--- src/rtl/id_ctrl_stage_pkg.sv ---
`default_nettype none
// ============================================================================
// Module      : id_ctrl_stage_pkg
// Description : Shared definitions for the buffered decode stage: control
//               field encodings, the packed control bundle layout, mul/div
//               opcodes and codes, and the issue FSM state encoding.
// Revision    : 1.0 - initial release
// ============================================================================
package id_ctrl_stage_pkg;

    // Next-PC selection
    localparam logic [3:0] NPC_PC4  = 4'd0, NPC_B   = 4'd1, NPC_JIRL = 4'd2,
                           NPC_BEQ  = 4'd3, NPC_BNE = 4'd4, NPC_BLT  = 4'd5,
                           NPC_BGE  = 4'd6, NPC_BLTU = 4'd7, NPC_BGEU = 4'd8;
    // Immediate extension
    localparam logic [2:0] EXT_NONE = 3'd0, EXT_5U  = 3'd1, EXT_12S = 3'd2,
                           EXT_12U  = 3'd3, EXT_20  = 3'd4, EXT_16S = 3'd5,
                           EXT_26S  = 3'd6;
    // Load data extension
    localparam logic [2:0] RAM_EXT_W = 3'd0, RAM_EXT_B = 3'd1, RAM_EXT_H = 3'd2,
                           RAM_EXT_BU = 3'd3, RAM_EXT_HU = 3'd4;
    // ALU operation
    localparam logic [3:0] ALU_ADD = 4'd0, ALU_SUB = 4'd1, ALU_SLT = 4'd2,
                           ALU_SLTU = 4'd3, ALU_AND = 4'd4, ALU_OR = 4'd5,
                           ALU_NOR = 4'd6, ALU_XOR = 4'd7, ALU_SLL = 4'd8,
                           ALU_SRL = 4'd9, ALU_SRA = 4'd10, ALU_LUI = 4'd11;
    // Store byte enables
    localparam logic [1:0] RAM_WE_N = 2'd0, RAM_WE_B = 2'd1, RAM_WE_H = 2'd2,
                           RAM_WE_W = 2'd3;
    // Operand / writeback selects
    localparam logic       R2_RK = 1'b0, R2_RD = 1'b1;
    localparam logic       WR_RD = 1'b0, WR_R1 = 1'b1;
    localparam logic [1:0] WD_ALU = 2'd0, WD_RAM = 2'd1, WD_PC4 = 2'd2;
    localparam logic       ALUA_R1 = 1'b0, ALUA_PC = 1'b1;
    localparam logic       ALUB_R2 = 1'b0, ALUB_EXT = 1'b1;

    // Mul/div family, inst[31:15]
    localparam logic [16:0] OP_MUL_W  = 17'h00038, OP_MULH_W = 17'h00039,
                            OP_MULH_WU = 17'h0003A, OP_DIV_W = 17'h00040,
                            OP_MOD_W  = 17'h00041, OP_DIV_WU = 17'h00042,
                            OP_MOD_WU = 17'h00043;
    localparam logic [2:0]  MD_MUL = 3'd0, MD_MULH = 3'd1, MD_MULHU = 3'd2,
                            MD_DIV = 3'd3, MD_MOD = 3'd4, MD_DIVU = 3'd5,
                            MD_MODU = 3'd6;

    // Control bundle; first field is the MSB, illegal is bit 0
    typedef struct packed {
        logic [3:0] npc_op;
        logic [2:0] ext_op;
        logic [2:0] ram_ext_op;
        logic [3:0] alu_op;
        logic       rf_we;
        logic [1:0] ram_we;
        logic       r2_sel;
        logic       wr_sel;
        logic [1:0] wd_sel;
        logic       rR1_re;
        logic       rR2_re;
        logic       alua_sel;
        logic       alub_sel;
        logic       is_br_jump;
        logic [2:0] md_op;
        logic       is_md;
        logic       illegal;
    } ctrl_t;

    localparam int CTRL_W = $bits(ctrl_t);

    typedef enum logic [0:0] {
        ST_IDLE    = 1'b0,
        ST_MD_WAIT = 1'b1
    } state_t;

    // Mul opcodes (bit6=0) map to 0..2, div/mod opcodes (bit6=1) to 3..6
    function automatic logic [2:0] md_op_of(input logic is_div, input logic [1:0] sel);
        return is_div ? ({1'b0, sel} + 3'd3) : {1'b0, sel};
    endfunction

endpackage
`default_nettype wire

--- src/rtl/id_ctrl_stage_decode.sv ---
`default_nettype none
// ============================================================================
// Module      : id_decode
// Description : Combinational LA32R decoder, inst[31:15] -> control bundle.
//               Ports: i_op (inst[31:15]), o_ctrl (decoded bundle).
//               Unmatched opcodes produce an illegal, side-effect-free bundle.
// Revision    : 1.0 - initial release
// ============================================================================
module id_decode
    import id_ctrl_stage_pkg::*;
#(
    parameter bit EN_MULDIV = 1'b1
) (
    input  logic [16:0] i_op,
    output ctrl_t       o_ctrl
);

    ctrl_t w_c;
    logic  w_is_3r, w_is_imm, w_is_st, w_is_cbr;

    always_comb begin
        w_c        = '0;
        w_c.npc_op = NPC_PC4;
        w_c.ram_we = RAM_WE_N;
        w_c.wd_sel = WD_ALU;
        w_c.illegal = 1'b1;
        w_is_3r  = 1'b0;
        w_is_imm = 1'b0;
        w_is_st  = 1'b0;
        w_is_cbr = 1'b0;
        casez (i_op)
            17'h00020: begin w_is_3r = 1'b1; w_c.alu_op = ALU_ADD;  end
            17'h00022: begin w_is_3r = 1'b1; w_c.alu_op = ALU_SUB;  end
            17'h00024: begin w_is_3r = 1'b1; w_c.alu_op = ALU_SLT;  end
            17'h00025: begin w_is_3r = 1'b1; w_c.alu_op = ALU_SLTU; end
            17'h00028: begin w_is_3r = 1'b1; w_c.alu_op = ALU_NOR;  end
            17'h00029: begin w_is_3r = 1'b1; w_c.alu_op = ALU_AND;  end
            17'h0002A: begin w_is_3r = 1'b1; w_c.alu_op = ALU_OR;   end
            17'h0002B: begin w_is_3r = 1'b1; w_c.alu_op = ALU_XOR;  end
            17'h0002E: begin w_is_3r = 1'b1; w_c.alu_op = ALU_SLL;  end
            17'h0002F: begin w_is_3r = 1'b1; w_c.alu_op = ALU_SRL;  end
            17'h00030: begin w_is_3r = 1'b1; w_c.alu_op = ALU_SRA;  end
            OP_MUL_W, OP_MULH_W, OP_MULH_WU,
            OP_DIV_W, OP_MOD_W, OP_DIV_WU, OP_MOD_WU: begin
                // With the unit absent these stay on the illegal default
                if (EN_MULDIV) begin
                    w_is_3r   = 1'b1;
                    w_c.is_md = 1'b1;
                    w_c.md_op = md_op_of(i_op[6], i_op[1:0]);
                end
            end
            17'h00081: begin w_is_imm = 1'b1; w_c.ext_op = EXT_5U; w_c.alu_op = ALU_SLL; end
            17'h00089: begin w_is_imm = 1'b1; w_c.ext_op = EXT_5U; w_c.alu_op = ALU_SRL; end
            17'h00091: begin w_is_imm = 1'b1; w_c.ext_op = EXT_5U; w_c.alu_op = ALU_SRA; end
            17'b0000001000_???????: begin w_is_imm = 1'b1; w_c.ext_op = EXT_12S; w_c.alu_op = ALU_SLT;  end
            17'b0000001001_???????: begin w_is_imm = 1'b1; w_c.ext_op = EXT_12S; w_c.alu_op = ALU_SLTU; end
            17'b0000001010_???????: begin w_is_imm = 1'b1; w_c.ext_op = EXT_12S; w_c.alu_op = ALU_ADD;  end
            17'b0000001101_???????: begin w_is_imm = 1'b1; w_c.ext_op = EXT_12U; w_c.alu_op = ALU_AND;  end
            17'b0000001110_???????: begin w_is_imm = 1'b1; w_c.ext_op = EXT_12U; w_c.alu_op = ALU_OR;   end
            17'b0000001111_???????: begin w_is_imm = 1'b1; w_c.ext_op = EXT_12U; w_c.alu_op = ALU_XOR;  end
            17'b0010100000_???????: begin w_is_imm = 1'b1; w_c.ext_op = EXT_12S; w_c.wd_sel = WD_RAM; w_c.ram_ext_op = RAM_EXT_B;  end
            17'b0010100001_???????: begin w_is_imm = 1'b1; w_c.ext_op = EXT_12S; w_c.wd_sel = WD_RAM; w_c.ram_ext_op = RAM_EXT_H;  end
            17'b0010100010_???????: begin w_is_imm = 1'b1; w_c.ext_op = EXT_12S; w_c.wd_sel = WD_RAM; w_c.ram_ext_op = RAM_EXT_W;  end
            17'b0010101000_???????: begin w_is_imm = 1'b1; w_c.ext_op = EXT_12S; w_c.wd_sel = WD_RAM; w_c.ram_ext_op = RAM_EXT_BU; end
            17'b0010101001_???????: begin w_is_imm = 1'b1; w_c.ext_op = EXT_12S; w_c.wd_sel = WD_RAM; w_c.ram_ext_op = RAM_EXT_HU; end
            17'b0010100100_???????: begin w_is_st = 1'b1; w_c.ram_we = RAM_WE_B; end
            17'b0010100101_???????: begin w_is_st = 1'b1; w_c.ram_we = RAM_WE_H; end
            17'b0010100110_???????: begin w_is_st = 1'b1; w_c.ram_we = RAM_WE_W; end
            17'b0001010_??????????: begin  // lu12i.w
                w_c.illegal = 1'b0; w_c.rf_we = 1'b1; w_c.ext_op = EXT_20;
                w_c.alu_op = ALU_LUI; w_c.alub_sel = ALUB_EXT;
            end
            17'b0001110_??????????: begin  // pcaddu12i
                w_c.illegal = 1'b0; w_c.rf_we = 1'b1; w_c.ext_op = EXT_20;
                w_c.alua_sel = ALUA_PC; w_c.alub_sel = ALUB_EXT;
            end
            17'b010011_???????????: begin  // jirl
                w_c.illegal = 1'b0; w_c.npc_op = NPC_JIRL; w_c.ext_op = EXT_16S;
                w_c.rf_we = 1'b1; w_c.rR1_re = 1'b1; w_c.wd_sel = WD_PC4; w_c.is_br_jump = 1'b1;
            end
            17'b010100_???????????: begin  // b
                w_c.illegal = 1'b0; w_c.npc_op = NPC_B; w_c.ext_op = EXT_26S; w_c.is_br_jump = 1'b1;
            end
            17'b010101_???????????: begin  // bl writes the link into r1
                w_c.illegal = 1'b0; w_c.npc_op = NPC_B; w_c.ext_op = EXT_26S; w_c.is_br_jump = 1'b1;
                w_c.rf_we = 1'b1; w_c.wr_sel = WR_R1; w_c.wd_sel = WD_PC4;
            end
            17'b010110_???????????: begin w_is_cbr = 1'b1; w_c.npc_op = NPC_BEQ;  end
            17'b010111_???????????: begin w_is_cbr = 1'b1; w_c.npc_op = NPC_BNE;  end
            17'b011000_???????????: begin w_is_cbr = 1'b1; w_c.npc_op = NPC_BLT;  end
            17'b011001_???????????: begin w_is_cbr = 1'b1; w_c.npc_op = NPC_BGE;  end
            17'b011010_???????????: begin w_is_cbr = 1'b1; w_c.npc_op = NPC_BLTU; end
            17'b011011_???????????: begin w_is_cbr = 1'b1; w_c.npc_op = NPC_BGEU; end
            default: ;
        endcase
        if (w_is_3r) begin
            w_c.illegal = 1'b0; w_c.rf_we = 1'b1; w_c.rR1_re = 1'b1;
            w_c.rR2_re = 1'b1; w_c.alub_sel = ALUB_R2;
        end
        if (w_is_imm) begin
            w_c.illegal = 1'b0; w_c.rf_we = 1'b1; w_c.rR1_re = 1'b1; w_c.alub_sel = ALUB_EXT;
        end
        // Stores and conditional branches read rd as the second source
        if (w_is_st) begin
            w_c.illegal = 1'b0; w_c.rR1_re = 1'b1; w_c.rR2_re = 1'b1; w_c.r2_sel = R2_RD;
            w_c.ext_op = EXT_12S; w_c.alub_sel = ALUB_EXT;
        end
        if (w_is_cbr) begin
            w_c.illegal = 1'b0; w_c.rR1_re = 1'b1; w_c.rR2_re = 1'b1; w_c.r2_sel = R2_RD;
            w_c.ext_op = EXT_16S; w_c.is_br_jump = 1'b1;
        end
    end

    assign o_ctrl = w_c;

endmodule
`default_nettype wire

--- src/rtl/id_ctrl_stage.sv ---
`default_nettype none
// ============================================================================
// Module      : id_ctrl_stage
// Description : Buffered decode stage. Decodes on enqueue, queues up to
//               QDEPTH decoded entries, issues to EX over valid/ready and
//               stalls issue after a mul/div until md_done.
//   Ports: cpu_clk/cpu_rstn; if_valid/if_ready/if_inst/if_pc (fetch side);
//          ex_valid/ex_ready/ex_pc/ex_inst/ex_ctrl (EX side);
//          flush; md_done (mul/div completion); md_wait (interlock active).
// Revision    : 1.0 - initial release
// ============================================================================
module id_ctrl_stage
    import id_ctrl_stage_pkg::*;
#(
    parameter int QDEPTH    = 2,
    parameter int PC_W      = 32,
    parameter bit EN_MULDIV = 1'b1
) (
    input  logic              cpu_clk,
    input  logic              cpu_rstn,
    input  logic              if_valid,
    output logic              if_ready,
    input  logic [31:0]       if_inst,
    input  logic [PC_W-1:0]   if_pc,
    output logic              ex_valid,
    input  logic              ex_ready,
    output logic [PC_W-1:0]   ex_pc,
    output logic [31:0]       ex_inst,
    output logic [CTRL_W-1:0] ex_ctrl,
    input  logic              flush,
    input  logic              md_done,
    output logic              md_wait
);

    localparam int           c_aw    = $clog2(QDEPTH);
    localparam logic [c_aw:0] c_depth = (c_aw + 1)'(QDEPTH);

    ctrl_t           w_dec_ctrl;
    ctrl_t           w_head_ctrl;
    ctrl_t           r_ctrl_q [QDEPTH];
    logic [PC_W-1:0] r_pc_q   [QDEPTH];
    logic [31:0]     r_inst_q [QDEPTH];
    logic [c_aw-1:0] r_wptr, r_rptr;
    logic [c_aw:0]   r_count;
    state_t          r_state, w_state_nxt;
    logic            w_enq, w_deq;

    id_decode #(.EN_MULDIV(EN_MULDIV)) u_decode (
        .i_op   (if_inst[31:15]),
        .o_ctrl (w_dec_ctrl)
    );

    // Readiness comes from the registered count only: no ex_ready->if_ready path
    assign if_ready    = (r_count < c_depth);
    assign ex_valid    = (r_state == ST_IDLE) && (r_count != '0);
    assign md_wait     = (r_state == ST_MD_WAIT);
    assign w_enq       = if_valid && if_ready && !flush;
    assign w_deq       = ex_valid && ex_ready && !flush;
    assign w_head_ctrl = r_ctrl_q[r_rptr];

    assign ex_pc   = ex_valid ? r_pc_q[r_rptr]   : '0;
    assign ex_inst = ex_valid ? r_inst_q[r_rptr] : '0;
    assign ex_ctrl = ex_valid ? w_head_ctrl      : '0;

    always_ff @(posedge cpu_clk or negedge cpu_rstn) begin
        if (!cpu_rstn) begin
            r_wptr  <= '0;
            r_rptr  <= '0;
            r_count <= '0;
        end else if (flush) begin
            r_wptr  <= '0;
            r_rptr  <= '0;
            r_count <= '0;
        end else begin
            if (w_enq) r_wptr <= r_wptr + 1'b1;
            if (w_deq) r_rptr <= r_rptr + 1'b1;
            case ({w_enq, w_deq})
                2'b10:   r_count <= r_count + 1'b1;
                2'b01:   r_count <= r_count - 1'b1;
                default: ;
            endcase
        end
    end

    // Payload storage needs no reset: it is only visible while ex_valid is high
    always_ff @(posedge cpu_clk) begin
        if (w_enq) begin
            r_ctrl_q[r_wptr] <= w_dec_ctrl;
            r_pc_q[r_wptr]   <= if_pc;
            r_inst_q[r_wptr] <= if_inst;
        end
    end

    always_ff @(posedge cpu_clk or negedge cpu_rstn) begin
        if (!cpu_rstn) r_state <= ST_IDLE;
        else           r_state <= w_state_nxt;
    end

    always_comb begin
        w_state_nxt = r_state;
        case (r_state)
            ST_IDLE:    if (w_deq && w_head_ctrl.is_md) w_state_nxt = ST_MD_WAIT;
            ST_MD_WAIT: if (md_done) w_state_nxt = ST_IDLE;
            default:    w_state_nxt = ST_IDLE;
        endcase
        if (flush) w_state_nxt = ST_IDLE;
    end

endmodule
`default_nettype wire

--- config.mk ---
export PLATFORM = sky130hd
export DESIGN_NAME = id_ctrl_stage
export DESIGN_NICKNAME = d
export VERILOG_FILES = /design/src/rtl/id_ctrl_stage_pkg.sv /design/src/rtl/id_ctrl_stage_decode.sv /design/src/rtl/id_ctrl_stage.sv
export SDC_FILE = /design/constraint.sdc
export NUM_CORES = 1
export LEC_CHECK = 0
export BUFFER_PORTS_ARGS = -buffer_cell sky130_fd_sc_hd__buf_2
export CAP_MARGIN = 10
export CORE_AREA = 4 4 136 138
export DETAILED_ROUTE_END_ITERATION = 6
export DIE_AREA = 0 0 140 142
export GPL_TIMING_DRIVEN = 0
export HOLD_SLACK_MARGIN = 0.06
export PLACE_DENSITY = 0.74
export SLEW_MARGIN = 20
export SYNTH_ARGS = -nofsm -noshare
export SYNTH_HDL_FRONTEND = slang
export SYNTH_HIERARCHICAL = 1
export SYNTH_SLANG_ARGS = --single-unit
--- constraint.sdc ---
create_clock -name cpu_clk -period 7.7 [get_ports cpu_clk]
set_input_delay 0.77 -clock cpu_clk [delete_from_list [all_inputs] [get_ports cpu_clk]]
set_output_delay 0.77 -clock cpu_clk [all_outputs]
set_load 0.03 [all_outputs]
==> results.md <==
- HP Class: in -> async
- Postcts setup bufs: 0
- R2R Setup Slk: 5560 ps
- Routed vias: 5459
- Slew margin rel.: 49.2%
- RSZ-0062 raised after global routing: no
- First-pass GRT wire length: 29.4 mm
- H-tree levels: 4
- Worst R2R Start: r_count[1]
- Startpoint types: register
- I/O pin total: 168
- R2R Path End: r_inst_q[1][15]
- Tmin final: 2890 ps
- Global-route total usage across every layer: 18.8%
- Mapped cell area: 0.00851 mm2
- Peak VDD IR: 0.148 mV
- Critical path class: reg -> out
- Row count: 48
- DRT Wirelength: 18.8 mm
- Primary FF master, synth: edfxtp_1
- Pins over their slew limit: 0
- Post-DP HPWL: 13.8 mm
- NumNets Final: 865
- Area Overhead vs Synth: 23.1%
- Worst reg-to-reg path cell count: 5
- Asr flop ratio synth: 2.56%
- Sink Count: 195
- Most common cell after layout, fill and taps aside: edfxtp_1
- Die height: 142 um
- Die span in x: 140 um
- Routability-driven placement congestion ratio: 0.933
- Clk_skew: 6.55 ps
- F_max: 346 MHz
- Drt via density: 5.31
- DR DRC count: 0
- Vias in the first global route: 5599
- Core box area: 0.0172 mm2
- Setup violators final: 0
- Resize count post-CTS: 0
- Pleak: 3.99 nW
- Max FO, Critical Path: 10
- Most frequent cells in the layout: edfxtp_1, buf_2, nor2_1, mux2i_1, clkbuf_16
- Post-synth EDFFs: 190
- Starting Density: 49.5%
- Initial antenna violation count: 0
- MaxCap Viol Count: 0
- Post-Synthesis Cells: 590
- 1st-iter DRT viols: 375
- Tightest Pin Transition: 751 ps
- Hold-fix buffers, CTS: 0
- Data required time at the worst endpoint: 6930 ps
- DRT antenna net count: 0
- DR WL/cell: 18.3 um
- Unique masters post-synth: 57
- Fin crit share: 37.6%
- CTS Buf Count: 17
- Share of layout cells above drive strength 1: 32.9%
- Critical path arrival: 2120 ps
- Register area share after synthesis: 68.5%
- Fillers: 1354
- Synth Net Count: 665
- Final hold violations: 0
- Final WS setup: 4810 ps
- CTS tree: yes
- Syn Area/Cell: 14.4 um2
- Largest net degree at the start of global routing: 20
- Synth warn: 6
- Root buf cell: clkbuf_16
- Buffers on Ports: 167
- Setup TNS: 0 ps
- Status: finished, final reports clean
- FF+latch count, synth: 195
- Clk pin slew, worst setup/hold paths: 70 ps
- Clock Latency Late Sink: 420 ps
- Setup slack at placement: 4780 ps
- DIE AREA: 0.0199 mm2
- Pre-antenna DRT Iters: 5
- Pwr Density: 245 mW/mm2
- Ant diodes: 0
- Max Root-Sink Buffers: 2
- Total power: 2.56 mW
- GRT overflow: 0
- CP Capture Type: output pin
Yosys cell counts (4+ instances only):
cell	number	area, um2
nand3_1	13	65.1
ha_1	5	62.6
buf_6	5	56.3
nor2_4	10	113
o211ai_1	4	30.0
dfrtp_1	5	125
a21oi_1	15	75.1
nor2_1	110	413
xnor2_1	4	35.0
nand2b_1	7	43.8
nor2b_1	7	43.8
nor3_1	7	35.0
clkbuf_1	8	30.0
nor3b_1	4	30.0
edfxtp_1	190	5710
nand2_1	11	41.3
inv_1	6	22.5
mux2i_1	95	951
buf_2	18	90.1
o21ai_0	12	60.1
per-layer routing:
metal	GRT usage, %	wire length [um]	vias to the layer above
met4	5.30	238	0
met2	33.0	9530	215
met3	4.30	1200	20
met1	23.7	7820	2636
met5	0	0	-
li1	-	-	2588
through the flow:
step	cell area, um2	std cells	hold WS [ps]	util (%)
finish	10500	1028	156	61.0
global route	10500	1028	141	61.0
CTS	10500	1028	136	61.0
detailed placement	9830	996	586	57.2
global placement	9630	982	565	56.1
floorplan	8520	590	474	-
cell type report:
cell class,count,area [um2],share of cell area [%]
well taps,225,282,2.69
clock buffers,17,425,4.06
flip-flops and latches,195,5830,55.7
plain buffers,33,204,1.95
repair buffers,181,1020,9.77
multi-input cells,355,2460,23.5
clock inverters,15,214,2.04
inverters,7,28.8,0.275
state kept, by name, summed over array words and instances (netlist names):
| name | flops |
|---|---|
| md_wait | 1 |
| r_count | 2 |
| r_ctrl_q | 62 |
| r_inst_q | 64 |
| r_pc_q | 64 |
| r_rptr | 1 |
| r_wptr | 1 |
report_power, final:
part	internal (mW)	switching (mW)	total [mW]	leakage [nW]
Clock	0.530	0.405	0.934	0.311
Sequential	1.21	0.0117	1.22	1.85
Combinational	0.134	0.272	0.405	1.83
worst max-delay path: stages (launching register included):
cell	delay (ps)
dfrtp_1	460
nor2_1	100
or2_1	230
buf_6	140
buf_6	160
buf_6	150
nor2_1	210
buf_2	240
worst max path at each step:
stage,start,endpoint,depth (start not counted)
after floorplan,if_valid,r_ctrl_q[1][0],2
after global placement,if_valid,r_ctrl_q[1][12],3
after detailed placement,if_inst[15],r_ctrl_q[0][0],10
after CTS,r_rptr,ex_inst[29],6
after global routing,r_rptr,ex_inst[30],6
final,r_count[0],ex_ctrl[10],7
logic make-up after synthesis:
| kind of cell | share of synthesized area [%] |
|---|---|
| simple gates | 12.1 |
| flops | 68.5 |
| mux | 11.4 |
| compound gates | 3.91 |
| buf+inv | 2.74 |
| xor+xnor | 0.515 |
| fa+ha+maj | 0.736 |
No activity file was read; power rests on OpenSTA's default activity.
